==> src/rtl/ppt_sequencer_if.sv <==
// Register-bus interface between the I2C slave front end and ppt_sequencer.
//   reg_wr_en  : single-cycle write strobe (master -> slave)
//   reg_rd_en  : single-cycle read strobe (master -> slave)
//   reg_addr   : register address (master -> slave)
//   reg_wdata  : write data (master -> slave)
//   reg_rdata  : registered read data (slave -> master)
interface ppt_sequencer_if #(
  parameter int ADDR_W = 4
) ();
  logic              reg_wr_en;
  logic              reg_rd_en;
  logic [ADDR_W-1:0] reg_addr;
  logic [7:0]        reg_wdata;
  logic [7:0]        reg_rdata;

  modport master (
    output reg_wr_en, reg_rd_en, reg_addr, reg_wdata,
    input  reg_rdata
  );

  modport slave (
    input  reg_wr_en, reg_rd_en, reg_addr, reg_wdata,
    output reg_rdata
  );
endinterface

==> src/rtl/ppt_sequencer.sv <==
// Programmable pulse-train sequencer. A byte-wide register bank sets up
// PERIOD/WIDTH/COUNT. Writing CTRL.RUN=1 starts a train of COUNT pulses, each
// WIDTH cycles high within a PERIOD-cycle frame.
//   clk       : system clock (32.768 kHz)
//   rst       : asynchronous active-high reset
//   bus       : register bus (slave modport of ppt_sequencer_if)
//   pulse_out : pulse train output
//   busy      : high while a train is in progress
//   done      : sticky completion flag (STATUS[0])
module ppt_sequencer #(
  parameter int CNT_W  = 16,
  parameter int ADDR_W = 4
) (
  input  logic            clk,
  input  logic            rst,
  ppt_sequencer_if.slave  bus,
  output logic            pulse_out,
  output logic            busy,
  output logic            done
);

  localparam logic [ADDR_W-1:0] A_PER_H  = ADDR_W'(0);
  localparam logic [ADDR_W-1:0] A_PER_L  = ADDR_W'(1);
  localparam logic [ADDR_W-1:0] A_WID_H  = ADDR_W'(2);
  localparam logic [ADDR_W-1:0] A_WID_L  = ADDR_W'(3);
  localparam logic [ADDR_W-1:0] A_CNT_H  = ADDR_W'(4);
  localparam logic [ADDR_W-1:0] A_CNT_L  = ADDR_W'(5);
  localparam logic [ADDR_W-1:0] A_CTRL   = ADDR_W'(7);
  localparam logic [ADDR_W-1:0] A_CD_H   = ADDR_W'(8);
  localparam logic [ADDR_W-1:0] A_CD_L   = ADDR_W'(9);
  localparam logic [ADDR_W-1:0] A_STATUS = ADDR_W'(10);

  typedef enum logic [1:0] {
    ST_IDLE = 2'd0,
    ST_HIGH = 2'd1,
    ST_LOW  = 2'd2
  } state_t;

  state_t             state_r, state_nxt_s;
  logic [CNT_W-1:0]   period_r, width_r, count_r;
  logic [CNT_W-1:0]   sh_period_r, sh_width_r, sh_count_r;
  logic [CNT_W-1:0]   phase_r, cnt_done_r;
  logic [7:0]         snap_r, rdata_r, rd_mux_s;
  logic               run_r, done_r, cfg_err_r, pulse_r, busy_r;
  logic               pulse_nxt_s, busy_nxt_s;
  logic               ctrl_wr_s, status_wr_s, active_s, cfg_ok_s;
  logic               start_s, start_ok_s, abort_s, frame_end_s, last_s, finish_s;

  assign active_s    = (state_r != ST_IDLE);
  assign ctrl_wr_s   = bus.reg_wr_en && (bus.reg_addr == A_CTRL);
  assign status_wr_s = bus.reg_wr_en && (bus.reg_addr == A_STATUS);
  assign cfg_ok_s    = (period_r >= CNT_W'(2)) && (width_r >= CNT_W'(1)) &&
                       (width_r < period_r) && (count_r >= CNT_W'(1));
  assign start_s     = ctrl_wr_s && bus.reg_wdata[0] && !active_s;
  assign start_ok_s  = start_s && cfg_ok_s;
  assign abort_s     = ctrl_wr_s && !bus.reg_wdata[0] && active_s;
  assign frame_end_s = (state_r == ST_LOW) && (phase_r == sh_period_r - CNT_W'(1));
  // COUNT_DONE never exceeds COUNT, so the 16-bit increment cannot wrap here.
  assign last_s      = ((cnt_done_r + CNT_W'(1)) == sh_count_r);
  // An abort in the same cycle as a frame end wins: no count, no completion.
  assign finish_s    = frame_end_s && last_s && !abort_s;

  // FSM state register
  always_ff @(posedge clk or posedge rst) begin
    if (rst) begin
      state_r <= ST_IDLE;
    end else begin
      state_r <= state_nxt_s;
    end
  end

  // FSM next-state logic
  always_comb begin
    state_nxt_s = state_r;
    case (state_r)
      ST_IDLE: begin
        if (start_ok_s) state_nxt_s = ST_HIGH;
        else            state_nxt_s = ST_IDLE;
      end
      ST_HIGH: begin
        if (abort_s)                                       state_nxt_s = ST_IDLE;
        else if (phase_r == sh_width_r - CNT_W'(1))        state_nxt_s = ST_LOW;
        else                                               state_nxt_s = ST_HIGH;
      end
      ST_LOW: begin
        if (abort_s || finish_s) state_nxt_s = ST_IDLE;
        else if (frame_end_s)    state_nxt_s = ST_HIGH;
        else                     state_nxt_s = ST_LOW;
      end
      default: state_nxt_s = ST_IDLE;
    endcase
  end

  // FSM output decode from the next state so the outputs can be registered
  always_comb begin
    pulse_nxt_s = 1'b0;
    busy_nxt_s  = 1'b0;
    case (state_nxt_s)
      ST_HIGH: begin pulse_nxt_s = 1'b1; busy_nxt_s = 1'b1; end
      ST_LOW:  begin pulse_nxt_s = 1'b0; busy_nxt_s = 1'b1; end
      default: begin pulse_nxt_s = 1'b0; busy_nxt_s = 1'b0; end
    endcase
  end

  // Output registers; async reset drops pulse_out immediately
  always_ff @(posedge clk or posedge rst) begin
    if (rst) begin
      pulse_r <= 1'b0;
      busy_r  <= 1'b0;
    end else begin
      pulse_r <= pulse_nxt_s;
      busy_r  <= busy_nxt_s;
    end
  end

  // Read-data multiplexer over current (pre-write) register values
  always_comb begin
    rd_mux_s = 8'h00;
    case (bus.reg_addr)
      A_PER_H:  rd_mux_s = period_r[CNT_W-1:8];
      A_PER_L:  rd_mux_s = period_r[7:0];
      A_WID_H:  rd_mux_s = width_r[CNT_W-1:8];
      A_WID_L:  rd_mux_s = width_r[7:0];
      A_CNT_H:  rd_mux_s = count_r[CNT_W-1:8];
      A_CNT_L:  rd_mux_s = count_r[7:0];
      A_CTRL:   rd_mux_s = {7'd0, run_r};
      A_CD_H:   rd_mux_s = cnt_done_r[CNT_W-1:8];
      A_CD_L:   rd_mux_s = snap_r;
      A_STATUS: rd_mux_s = {5'd0, cfg_err_r, active_s, done_r};
      default:  rd_mux_s = 8'h00;
    endcase
  end

  // Register bank, read port, train counters and status flags
  always_ff @(posedge clk or posedge rst) begin
    if (rst) begin
      period_r    <= '0;
      width_r     <= '0;
      count_r     <= '0;
      sh_period_r <= '0;
      sh_width_r  <= '0;
      sh_count_r  <= '0;
      phase_r     <= '0;
      cnt_done_r  <= '0;
      snap_r      <= 8'h00;
      rdata_r     <= 8'h00;
      run_r       <= 1'b0;
      done_r      <= 1'b0;
      cfg_err_r   <= 1'b0;
    end else begin
      // Configuration is frozen while a train runs.
      if (bus.reg_wr_en && !active_s) begin
        case (bus.reg_addr)
          A_PER_H: period_r[CNT_W-1:8] <= bus.reg_wdata;
          A_PER_L: period_r[7:0]       <= bus.reg_wdata;
          A_WID_H: width_r[CNT_W-1:8]  <= bus.reg_wdata;
          A_WID_L: width_r[7:0]        <= bus.reg_wdata;
          A_CNT_H: count_r[CNT_W-1:8]  <= bus.reg_wdata;
          A_CNT_L: count_r[7:0]        <= bus.reg_wdata;
          default: ;
        endcase
      end

      // Reading the high byte snapshots the low byte for a coherent pair.
      if (bus.reg_rd_en) begin
        rdata_r <= rd_mux_s;
        if (bus.reg_addr == A_CD_H) snap_r <= cnt_done_r[7:0];
      end

      if (start_ok_s) begin
        sh_period_r <= period_r;
        sh_width_r  <= width_r;
        sh_count_r  <= count_r;
      end

      if (start_ok_s)               run_r <= 1'b1;
      else if (abort_s || finish_s) run_r <= 1'b0;

      if (start_s && !cfg_ok_s)                    cfg_err_r <= 1'b1;
      else if (status_wr_s && bus.reg_wdata[2])    cfg_err_r <= 1'b0;

      // Completion beats a simultaneous W1C clear.
      if (finish_s)                                done_r <= 1'b1;
      else if (start_ok_s)                         done_r <= 1'b0;
      else if (status_wr_s && bus.reg_wdata[0])    done_r <= 1'b0;

      if (start_ok_s)                        cnt_done_r <= '0;
      else if (frame_end_s && !abort_s)      cnt_done_r <= cnt_done_r + CNT_W'(1);

      if (start_ok_s)       phase_r <= '0;
      else if (frame_end_s) phase_r <= '0;
      else if (active_s)    phase_r <= phase_r + CNT_W'(1);
    end
  end

  assign bus.reg_rdata = rdata_r;
  assign pulse_out     = pulse_r;
  assign busy          = busy_r;
  assign done          = done_r;

endmodule

==> src/flat_wrapper.sv <==
// flat-port wrapper written by rule: the top's interface ports become plain ports
module ppt_sequencer_flat 
#(
  parameter int CNT_W  = 16,
  parameter int ADDR_W = 4
)
  (clk, rst, pulse_out, busy, done, bus_reg_wr_en, bus_reg_rd_en, bus_reg_addr, bus_reg_wdata, bus_reg_rdata);
  ppt_sequencer_if #(.ADDR_W(ADDR_W)) bus_i ();
  input  logic clk;
  input  logic rst;
  output logic pulse_out;
  output logic busy;
  output logic done;
  input wire logic [$bits(bus_i.reg_wr_en)-1:0] bus_reg_wr_en;
  input wire logic [$bits(bus_i.reg_rd_en)-1:0] bus_reg_rd_en;
  input wire logic [$bits(bus_i.reg_addr)-1:0] bus_reg_addr;
  input wire logic [$bits(bus_i.reg_wdata)-1:0] bus_reg_wdata;
  output wire logic [$bits(bus_i.reg_rdata)-1:0] bus_reg_rdata;
  assign bus_i.reg_wr_en = bus_reg_wr_en;
  assign bus_i.reg_rd_en = bus_reg_rd_en;
  assign bus_i.reg_addr = bus_reg_addr;
  assign bus_i.reg_wdata = bus_reg_wdata;
  assign bus_reg_rdata = bus_i.reg_rdata;
  ppt_sequencer #(.CNT_W(CNT_W), .ADDR_W(ADDR_W)) u_core (.clk(clk), .rst(rst), .bus(bus_i), .pulse_out(pulse_out), .busy(busy), .done(done));
endmodule
==> config.mk <==
export PLATFORM = sky130hd
export DESIGN_NAME = ppt_sequencer_flat
export DESIGN_NICKNAME = d
export VERILOG_FILES = /design/src/rtl/ppt_sequencer_if.sv /design/src/rtl/ppt_sequencer.sv /design/src/flat_wrapper.sv
export SDC_FILE = /design/constraint.sdc
export NUM_CORES = 1
export LEC_CHECK = 0
export ABC_CLOCK_PERIOD_IN_PS = 4500
export CORE_ASPECT_RATIO = 0.8
export CORE_MARGIN = 2
export CORE_UTILIZATION = 65
export DETAILED_ROUTE_END_ITERATION = 10
export DONT_BUFFER_PORTS = 1
export HOLD_SLACK_MARGIN = 0.03
export PLACE_DENSITY = 0.81
export SETUP_SLACK_MARGIN = 0.15
export SLEW_MARGIN = 20
export SYNTH_ARGS = -nofsm -noshare
export SYNTH_HDL_FRONTEND = slang
export SYNTH_SLANG_ARGS = --single-unit
==> constraint.sdc <==
create_clock -name clk -period 4.5 [get_ports clk]
set_input_delay 0 -clock clk [delete_from_list [all_inputs] [get_ports clk]]
set_output_delay 0 -clock clk [all_outputs]
set_load 0.01 [all_outputs]
==> summary.txt <==
Global routing
  • Overflow after GRT: 0
  • Met3 Use GR: 0.0972
  • Met1 global-route usage: 0.537
  • Met2 track demand over resource: 0.490
  • First-pass GRT wire length: 39.2 mm
  • Global route hottest layer: met1
  • Number of global-route vias before repair: 7002
  • Initial antenna violation count: 1
  • Largest net degree at the start of global routing: 108
  • Gr usage total: 0.353

Clock network
  • Post-CTS setup buffer count: 0
  • Root Buffer: clkbuf_16
  • Cts repair resizes: 0
  • CTS tree: done
  • Total clock sinks: 151
  • Num CTS Buffers: 17
  • H-tree levels: 4
  • Clock buffer depth: 2
  • Clk Latency, worst-skew pair: 0.45 ns
  • Clock slew at reported path FFs: about 0.07 ns
  • CTS Hold Bufs: 19

Timing
  • Final worst path period share: 0.760
  • Fmax: ~290 MHz
  • Relative slew margins: 0.368
  • Final setup violation count: 0
  • Fin Clk Skew: 0.0121 ns
  • Hold WS: roughly 0.051 ns
  • Min Tclk post-route: 3.42 ns
  • Max Slew Vio Count: 0
  • Slew at the pin with the worst max-slew slack: around 0.95 ns
  • Setup TNS: 0 ns
  • RSZ-0062 raised after global routing: no
  • Hold Fails Final Rpt: 0

Synthesis
  • Cell with the most instances after synthesis: nand2_1
  • Commonest cells post-synth: nand2_1, dfrtp_1, mux2_2
  • Mapped cell area: 8950 um^2
  • Synth warnings: 0
  • Post-synthesis sequential area ratio: 0.422
  • Synth area leaders: dfrtp_1, mux2_2, nand2_1, xnor2_1, ha_1
  • Synth top area share: 0.422
  • Syn Area/Cell: roughly 9.3 um^2
  • Main synth FF type: dfrtp_1
  • Synth Instances: 967
  • Yosys cell types: 78
  • Post-synth EDFFs: 0
  • Seq cells post-synth: 151
  • Syn_nets: 1003
  • Asr flop ratio synth: 1.00
  • Largest area contributor in the netlist: dfrtp_1

Route
  • Wire per inst: 21.5 um
  • DRC errors left: 0
  • Via count: 7615
  • Post-route ant nets: 0
  • Vias/cell: 6.65
  • Initial DRT Pass Iterations: 7
  • Routed WL: 24.6 mm
  • DR iter-0 viols: approximately 990

Worst hold path
  • Min-delay worst type: in -> reg

Worst setup path
  • Worst endpoint data arrival time: 3.80 ns
  • Worst-path cell chain: inv_1 -> ha_1 -> or3b_4 -> or4_1 -> a211oi_2 -> o2111ai_1 -> nor4_4 -> buf_4 -> nand2_2 -> o21ai_0 -> ha_1 -> inv_1
  • CP Max Fanout: 21
  • Buf+Inv Stages, Crit Path: 3
  • Worst path required time: 4.88 ns
  • Crit-path max cell delay: between 0.4 and 0.5 ns
  • CP Capture Type: register
  • Critical path type: reg -> reg
  • CP max-delay cell: dfrtp_1
  • Worst path top cell family by delay: simple AND/OR/NAND/NOR gates
  • Startpoint Class: register

Outcome
  • Status: completed

Flow run
  • Max_cap viols: 0

Floorplan
  • Site row count: 38
  • Starting Density: 0.663
  • Top Ports: 27
  • Die span in y: 109 um
  • Die area: ~15000 um^2
  • Area of the core: 13500 um^2
  • Die W: 135 um

Finish
  • Final non-filler cell total: 1145
  • Synth-to-layout area growth: 9.02%
  • Final net count: 988
  • Layout cells sized above 1: 0.120
  • Diodes inserted: 0

Placed design
  • DP HPWL: 16.7 mm
  • # placed instances: around 1100
  • GP Congestion: 0.953
  • I/O Buffers: 0

Pwr
  • Total power: 5650 uW
  • Leak: 0.00442 uW
  • Peak VDD IR: 0.400 mV
  • Cell area power density: 579 nW/um^2
-- power by group --
part / internal, uW / switching, uW / total (uW)
Combinational: 865 / 960 / 1830
Sequential: 1740 / 649 / 2390
Clock: 784 / 657 / 1440
-- metrics by stage --
step / utilization / cell area [um^2] / setup slack (ns)
finish: 0.723 / 9760 / 1.08
global route: 0.723 / 9760 / 0.861
CTS: 0.723 / 9760 / 1.08
detailed placement: 0.665 / 8980 / 1.13
global placement: 0.665 / 8980 / 1.23
floorplan: - / 8950 / 0.435
-- worst paths after layout --
check | from | end | slack, ns | cells after the start
setup / recovery | u_core.sh_period_r[0] | u_core.busy | 1.08 | 12
hold / removal | bus_reg_addr[0] | u_core.bus.reg_rdata[5] | 0.05 | 5
setup reg to reg | u_core.sh_period_r[0] | u_core.busy | 1.08 | 12
hold reg to reg | u_core.sh_count_r[15] | u_core.sh_count_r[15] | 0.49 | 2
max in group asynchronous | rst | u_core.sh_count_r[15] | 3.07 | 3
min in group asynchronous | rst | u_core.width_r[7] | 0.28 | 2
-- cells by family (layout without fill, tap and decap cells) --
family | after synthesis | count (layout) | share of synthesized area
simple gates | 403 | 403 | 0.224
flops | 151 | 151 | 0.422
compound gates | 150 | 150 | 0.114
buf+inv | 97 | 95 | 0.0435
mux | 84 | 84 | 0.108
xor+xnor | 62 | 62 | 0.0607
fa+ha+maj | 20 | 20 | 0.0280
-- worst reg2reg max path: stages (launching register included) --
cell and delay, ns:
dfrtp_1 0.44, inv_1 0.10, ha_1 0.20, or3b_4 0.41, or4_1 0.43, a211oi_2 0.22
o2111ai_1 0.20, nor4_4 0.32, buf_4 0.29, nand2_2 0.12, o21ai_0 0.30, ha_1 0.28
inv_1 0.06
-- sequential cells by signal (all words and copies together), names as in the netlist --
name                  cells
u_core.cnt_done_r        16
u_core.count_r           16
u_core.period_r          16
u_core.phase_r           16
u_core.sh_count_r        16
u_core.sh_period_r       16
u_core.sh_width_r        16
u_core.width_r           16
u_core.bus.reg_rdata      8
u_core.snap_r             8
u_core.state_r            2
u_core.busy               1
u_core.cfg_err_r          1
u_core.done               1
u_core.pulse_out          1
u_core.run_r              1
-- metal layers --
| metal | up-vias | wire [um] | share of wire |
|---|---|---|---|
| li1 | 3422 | - | - |
| met1 | 3671 | 10700 | 0.44 |
| met2 | 451 | 10400 | 0.42 |
| met3 | 71 | 2840 | 0.12 |
| met4 | 0 | 631 | 0.026 |
| met5 | - | 0 | 0 |
-- cell usage in the layout (no fill, tap or decap), types with 7 or more instances in the layout --
cell / instances
xnor2_1: 35
xor2_1: 27
o22ai_1: 8
or3_1: 10
inv_1: 38
nor4_1: 20
a31oi_1: 14
nand3_1: 28
nor3_1: 17
nand2b_1: 17
nand4_1: 29
nand2_1: 164
nor2_1: 56
clkbuf_16: 17
and3_1: 16
dlygate4sd3_1: 19
a21oi_1: 22
dfrtp_1: 151
mux2i_1: 20
o21ai_0: 35
ha_1: 20
mux2_2: 60
a22oi_1: 7
-- cell type report --
type / instances / area [um^2]
clock buffers: 17 / 425
clock inverters: 15 / 166
fillers: 993 / 3740
inverters: 39 / 151
multi-input cells: 719 / 4780
flip-flops and latches: 151 / 3780
well taps: 180 / 225
repair buffers: 24 / 228
No activity file was read; power rests on OpenSTA's default activity.
